<file path="config.mk">
export PLATFORM = sky130hd
export DESIGN_NAME = prog_loader_flat
export DESIGN_NICKNAME = d
export VERILOG_FILES = /design/src/rtl/prog_loader_if.sv /design/src/rtl/prog_loader.sv /design/src/flat_wrapper.sv
export SDC_FILE = /design/constraint.sdc
export NUM_CORES = 1
export LEC_CHECK = 0
export ABC_AREA = 0
export ABC_CLOCK_PERIOD_IN_PS = 2350
export CORE_UTILIZATION = 40
export CTS_CLUSTER_SIZE = 28
export DETAILED_ROUTE_END_ITERATION = 8
export PLACE_DENSITY = 0.7
export SLEW_MARGIN = 20
export SYNTH_ARGS = -nofsm -noshare
export SYNTH_HDL_FRONTEND = slang
export SYNTH_SLANG_ARGS = --single-unit
</file>
<file path="constraint.sdc">
create_clock -name clk -period 2.35 [get_ports clk]
set_input_delay 0.705 -clock clk [delete_from_list [all_inputs] [get_ports clk]]
set_output_delay 0.705 -clock clk [all_outputs]
set_load 0.02 [all_outputs]
</file>
<file path="src/rtl/prog_loader_if.sv">
// rtl/prog_loader_if.sv - Program-image stream, imem write port and core run-control bundle.
interface prog_loader_if #(
    parameter int D  = 10,
    parameter int W  = 9,
    parameter int CW = 16
);
    logic          in_valid;
    logic [7:0]    in_data;
    logic          in_last;
    logic          in_ready;
    logic          imem_wr_en;
    logic [D-1:0]  imem_wr_addr;
    logic [W-1:0]  imem_wr_data;
    logic          core_reset;
    logic          core_done;
    logic          finished;
    logic          err;
    logic [CW-1:0] cycle_count;

    // master is the image source / core side, slave is the loader
    modport master (
        output in_valid, in_data, in_last, core_done,
        input  in_ready, imem_wr_en, imem_wr_addr, imem_wr_data,
        input  core_reset, finished, err, cycle_count
    );

    modport slave (
        input  in_valid, in_data, in_last, core_done,
        output in_ready, imem_wr_en, imem_wr_addr, imem_wr_data,
        output core_reset, finished, err, cycle_count
    );
endinterface

</file>
<file path="src/rtl/prog_loader.sv">
// rtl/prog_loader.sv - Packs a byte-serial image into instruction memory, then runs the core and times it.
module prog_loader #(
    parameter int D  = 10,
    parameter int W  = 9,
    parameter int CW = 16
) (
    input  logic         clk,
    input  logic         reset,
    prog_loader_if.slave bus
);
    localparam logic [2:0] S_LOAD  = 3'd0;
    localparam logic [2:0] S_START = 3'd1;
    localparam logic [2:0] S_RUN   = 3'd2;
    localparam logic [2:0] S_DONE  = 3'd3;
    localparam logic [2:0] S_ERR   = 3'd4;

    localparam logic [D-1:0]  ADDR_MAX = '1;
    localparam logic [CW-1:0] CNT_MAX  = '1;

    logic [2:0]    state_q, state_d;
    logic          phase_q, phase_d;
    logic [D-1:0]  addr_q, addr_d;
    logic [7:0]    lo_q, lo_d;
    logic          wr_en_q, wr_en_d;
    logic [D-1:0]  wr_addr_q, wr_addr_d;
    logic [W-1:0]  wr_data_q, wr_data_d;
    logic          start_cnt_q, start_cnt_d;
    logic [CW-1:0] cnt_q, cnt_d;

    always_comb begin
        state_d     = state_q;
        phase_d     = phase_q;
        addr_d      = addr_q;
        lo_d        = lo_q;
        wr_en_d     = 1'b0;
        wr_addr_d   = wr_addr_q;
        wr_data_d   = wr_data_q;
        start_cnt_d = start_cnt_q;
        cnt_d       = cnt_q;
        case (state_q)
            S_LOAD: begin
                if (bus.in_valid) begin
                    if (!phase_q) begin
                        lo_d    = bus.in_data;
                        phase_d = 1'b1;
                        // an image must hold whole words; a lone trailing byte is malformed
                        if (bus.in_last) begin
                            state_d = S_ERR;
                        end
                    end else begin
                        phase_d   = 1'b0;
                        wr_en_d   = 1'b1;
                        wr_addr_d = addr_q;
                        wr_data_d = W'({bus.in_data[0], lo_q});
                        if (addr_q != ADDR_MAX) begin
                            addr_d = addr_q + 1'b1;
                        end
                        if (bus.in_last) begin
                            state_d     = S_START;
                            start_cnt_d = 1'b0;
                        end else if (addr_q == ADDR_MAX) begin
                            state_d = S_ERR;
                        end
                    end
                end
            end
            S_START: begin
                // hold the core in reset two cycles so the last word has landed
                if (start_cnt_q) begin
                    state_d = S_RUN;
                    cnt_d   = '0;
                end else begin
                    start_cnt_d = 1'b1;
                end
            end
            S_RUN: begin
                if (bus.core_done) begin
                    state_d = S_DONE;
                end else if (cnt_q != CNT_MAX) begin
                    cnt_d = cnt_q + 1'b1;
                end
            end
            S_DONE, S_ERR: begin
                state_d = state_q;
            end
            default: begin
                state_d = S_ERR;
            end
        endcase
    end

    always_ff @(posedge clk or posedge reset) begin
        if (reset) begin
            state_q     <= S_LOAD;
            phase_q     <= 1'b0;
            addr_q      <= '0;
            lo_q        <= '0;
            wr_en_q     <= 1'b0;
            wr_addr_q   <= '0;
            wr_data_q   <= '0;
            start_cnt_q <= 1'b0;
            cnt_q       <= '0;
        end else begin
            state_q     <= state_d;
            phase_q     <= phase_d;
            addr_q      <= addr_d;
            lo_q        <= lo_d;
            wr_en_q     <= wr_en_d;
            wr_addr_q   <= wr_addr_d;
            wr_data_q   <= wr_data_d;
            start_cnt_q <= start_cnt_d;
            cnt_q       <= cnt_d;
        end
    end

    assign bus.in_ready     = (state_q == S_LOAD);
    assign bus.core_reset   = (state_q != S_RUN);
    assign bus.finished     = (state_q == S_DONE);
    assign bus.err          = (state_q == S_ERR);
    assign bus.imem_wr_en   = wr_en_q;
    assign bus.imem_wr_addr = wr_addr_q;
    assign bus.imem_wr_data = wr_data_q;
    assign bus.cycle_count  = cnt_q;
endmodule

</file>
<file path="src/flat_wrapper.sv">
// flat-port wrapper written by rule: the top's interface ports become plain ports
module prog_loader_flat 
#(
    parameter int D  = 10,
    parameter int W  = 9,
    parameter int CW = 16
)
  (clk, reset, bus_in_valid, bus_in_data, bus_in_last, bus_core_done, bus_in_ready, bus_imem_wr_en, bus_imem_wr_addr, bus_imem_wr_data, bus_core_reset, bus_finished, bus_err, bus_cycle_count);
  prog_loader_if #(.D(D), .W(W), .CW(CW)) bus_i ();
  input  logic clk;
  input  logic reset;
  input wire logic [$bits(bus_i.in_valid)-1:0] bus_in_valid;
  input wire logic [$bits(bus_i.in_data)-1:0] bus_in_data;
  input wire logic [$bits(bus_i.in_last)-1:0] bus_in_last;
  input wire logic [$bits(bus_i.core_done)-1:0] bus_core_done;
  output wire logic [$bits(bus_i.in_ready)-1:0] bus_in_ready;
  output wire logic [$bits(bus_i.imem_wr_en)-1:0] bus_imem_wr_en;
  output wire logic [$bits(bus_i.imem_wr_addr)-1:0] bus_imem_wr_addr;
  output wire logic [$bits(bus_i.imem_wr_data)-1:0] bus_imem_wr_data;
  output wire logic [$bits(bus_i.core_reset)-1:0] bus_core_reset;
  output wire logic [$bits(bus_i.finished)-1:0] bus_finished;
  output wire logic [$bits(bus_i.err)-1:0] bus_err;
  output wire logic [$bits(bus_i.cycle_count)-1:0] bus_cycle_count;
  assign bus_i.in_valid = bus_in_valid;
  assign bus_i.in_data = bus_in_data;
  assign bus_i.in_last = bus_in_last;
  assign bus_i.core_done = bus_core_done;
  assign bus_in_ready = bus_i.in_ready;
  assign bus_imem_wr_en = bus_i.imem_wr_en;
  assign bus_imem_wr_addr = bus_i.imem_wr_addr;
  assign bus_imem_wr_data = bus_i.imem_wr_data;
  assign bus_core_reset = bus_i.core_reset;
  assign bus_finished = bus_i.finished;
  assign bus_err = bus_i.err;
  assign bus_cycle_count = bus_i.cycle_count;
  prog_loader #(.D(D), .W(W), .CW(CW)) u_core (.clk(clk), .reset(reset), .bus(bus_i));
endmodule
</file>
==> metrics.yaml <==
cp_num_buf_inv: 1
io_pins: 53
gr-usage-all-layers: 0.186
seq_power_share: 0.457
post_cts_buffers: 0
antenna_found_initial: 0
hold_buffers: 0
syn-instance-count: 243
grt_overflow: 0
vias: 2147
die-area_mm2: 0.00726
worstSetupEndpointType: "output pin"
hpwlAfterDp_um: 4210
place.gp.congestion: 0.868
wl_per_cell_um: 15.2
min_period_ns: 2.20
total_power_mw: 2.23
antenna_left: 0
antenna_cells: 0
avgSynthCellArea_um2: 11.4
tritoncts: "yes"
multiInputGateArea_mm2: 0.00123
clockBufferDepth: 2
critPathArrivalTime_ns: 1.49
layout_commonest_cell: "dfrtp_1"
finish.utilization: 0.572
cts-htree-levels: 3
slew_headroom: 0.655
synth-async-reset-ratio: 1.00
p_per_area_mw_per_mm2: 595
synth_seq_cells: 59
initial_core_util: 0.424
via_per_inst: 5.39
layout_common_cells: "dfrtp_1 (56), clkdlybuf4s50_1 (48), mux2_2 (29)"
synth_nets: 258
dieWidth_um: 85.2
hp-class: "flip-flop to flip-flop"
holdPathEnd: "u_core.lo_q[2]$_DFFE_PP0P_"
core_mm2: 0.00653
synth_top_area_frac: 0.533
drt_pass1_iterations: 4
cts_sinks: 59
setup_viol: 0
worst_pin_slew_ns: 0.513
io_buffers: 52
cp_cell_sequence: "clkdlybuf4s50_1"
cellLeakagePower_nw: 1.66
syn_to_final_growth_pct: 35.0
grt_pass1_wl_um: 10500
tritoncts.num_buffers: 9
crit_slowest_cell: "clkdlybuf4s50_1"
irDropWorstVdd_mv: 0.436
min_path_cells: 1
num-nets-final: 332
clk_latency_ns: 0.33
die_h_um: 85.2
grt_pass1_vias: 2206
outcome: "finished clean"
fmax_mhz: 455
r2r_slack_ns: 0.39
fin_crit_sh: 0.935
critPathKind: "flip-flop to output pin"
finalWirelength_um: 6070
start_kind: "flip-flop"
power.switching_mw: 0.428
power_frac_clock: 0.519
synth_cell_types: 53
root_buffer: "clkbuf_8"
crit_fanout: 8
n_fill_cell: 571
p_int_mw: 1.80
netlist_area_mm2: 0.00277
seq_area_mm2: 0.00148
hold_viol_final: 0
drtIter0Drc: 157
fin_skew_ns: 0.0116
comb_power_share: 0.024
maxCapViolations: 0
swShare: 0.192
drive_above_1_share: 0.252
grt_max_degree: 60
yosys_warnings: 0
ys_seq_area_frac: 0.533
r2r-end: "u_core.bus.cycle_count[13]$_DFFE_PP0P_"
cp_slowest_stage_delay_ns: 0.67
rsz0062_at_grt: "no"
path_delay_family: "buffers and inverters"
path_clk_slew_ns: 0.07
drc_errors: 0
ys_top_cells_by_area: "dfrtp_1 (53%), mux2_2 (12%), nand3_1 (2.5%)"
worst_r2r_path_depth: 6
yosysTopAreaCell: "dfrtp_1"
r2r-start: "u_core.bus.cycle_count[0]$_DFFE_PP0P_"
drv_slew: 0
hp-start: "u_core.lo_q[2]$_DFFE_PP0P_"
synthFlopType: "dfrtp_1"
synth-edff-count: 0
placementRows: 29
worstPathRequired_ns: 1.64
## power groups by stage
stage          clock network [mW]  registers, mW  logic [mW]
4_1_cts                      1.18           1.02      0.0563
2_1_floorplan                   0           1.04      0.0174
6_report                     1.16           1.02      0.0540
3_3_place_gp                    0           1.04      0.0554
5_1_grt                      1.23           1.02      0.0614
3_5_place_dp                    0           1.04      0.0561
## stage by stage
| stage | setup slack, ns | area (um^2) | hold slack (ns) | setup TNS [ns] | cells |
|---|---|---|---|---|---|
| floorplan | 0.189 | 2770 | 0.475 | 0 | 243 |
| detailed placement | -0.108 | 3490 | 0.491 | -0.461 | 383 |
| global route | 0.0527 | 3740 | 0.520 | 0 | 398 |
| finish | 0.152 | 3740 | 0.502 | 0 | 398 |
| CTS | 0.116 | 3740 | 0.507 | 0 | 398 |
| global placement | -0.0770 | 3490 | 0.483 | -0.200 | 383 |
## routing by layer
metal	part of all wire	vias up	global-route usage
li1	-	1032	-
met1	0.46	1049	0.240
met2	0.48	62	0.292
met3	0.055	4	0.0535
met4	0.0076	0	0.0801
met5	0	-	0
## logic make-up after synthesis
logic type                 after synthesis  synth area share
and+or+nand+nor                         86             0.186
muxes                                   30             0.122
DFF                                     59             0.533
adders and majority gates                2           0.00904
AOI/OAI and AO/OA                       44            0.0990
buffers and inverters                   13            0.0230
xor gates and xnor gates                 9            0.0285
## cell usage after synthesis (all sizes together), types with 2 or more instances
library cell and instances:
dfrtp 59, mux2 29, nand2 17, o21ai 17, nand3 15, nor2 12, a21oi 11, nand4 10
inv 7, nor3 7, xnor2 6, buf 5, nor4 5, a21o 4, and3 4, nand2b 3
o31ai 3, xor2 3, a31oi 2, ha 2, nand3b 2, nor2b 2, or3 2, or4 2
## worst max path at each step
| stage | startpoint | endpoint | slack, ns | cells after the start |
|---|---|---|---|---|
| final | u_core.bus.cycle_count[11]$_DFFE_PP0P_ | bus_cycle_count[11] | 0.15 | 1 |
| after global routing | u_core.state_q[1]$_DFFE_PP0P_ | bus_err | 0.05 | 3 |
| after CTS | u_core.state_q[1]$_DFFE_PP0P_ | bus_err | 0.12 | 3 |
| after detailed placement | bus_core_done | u_core.bus.cycle_count[13]$_DFFE_PP0P_ | -0.11 | 6 |
| after global placement | bus_core_done | u_core.bus.cycle_count[13]$_DFFE_PP0P_ | -0.08 | 6 |
| after floorplan | reset | u_core.addr_q[0]$_DFFE_PP0P_ | 0.19 | 1 |
## timing repair
action / CTS / global route
gates resized for setup: 7 / 1
cloned: 0 / 0
setup endpoints to repair: 4 / 1
## flip-flops by register name, summed over array words and instances (netlist names)
register                 flops
u_core.addr_q               10
u_core.state_q               3
u_core.lo_q                  8
u_core.phase_q               1
u_core.start_cnt_q           1
u_core.bus.imem_wr_data      9
u_core.bus.imem_wr_addr     10
u_core.bus.imem_wr_en        1
u_core.bus.cycle_count      16
## final cells by class
class                           instances  area share
Sequential cell                        59       0.396
Inverter                                7     0.00703
Clock buffer                           11      0.0405
Timing Repair Buffer                   69       0.175
Clock inverter                          4      0.0261
Multi-Input combinational cell        171       0.329
Tap cell                               77      0.0258
Note: power is estimated with default switching activity, not from simulation.
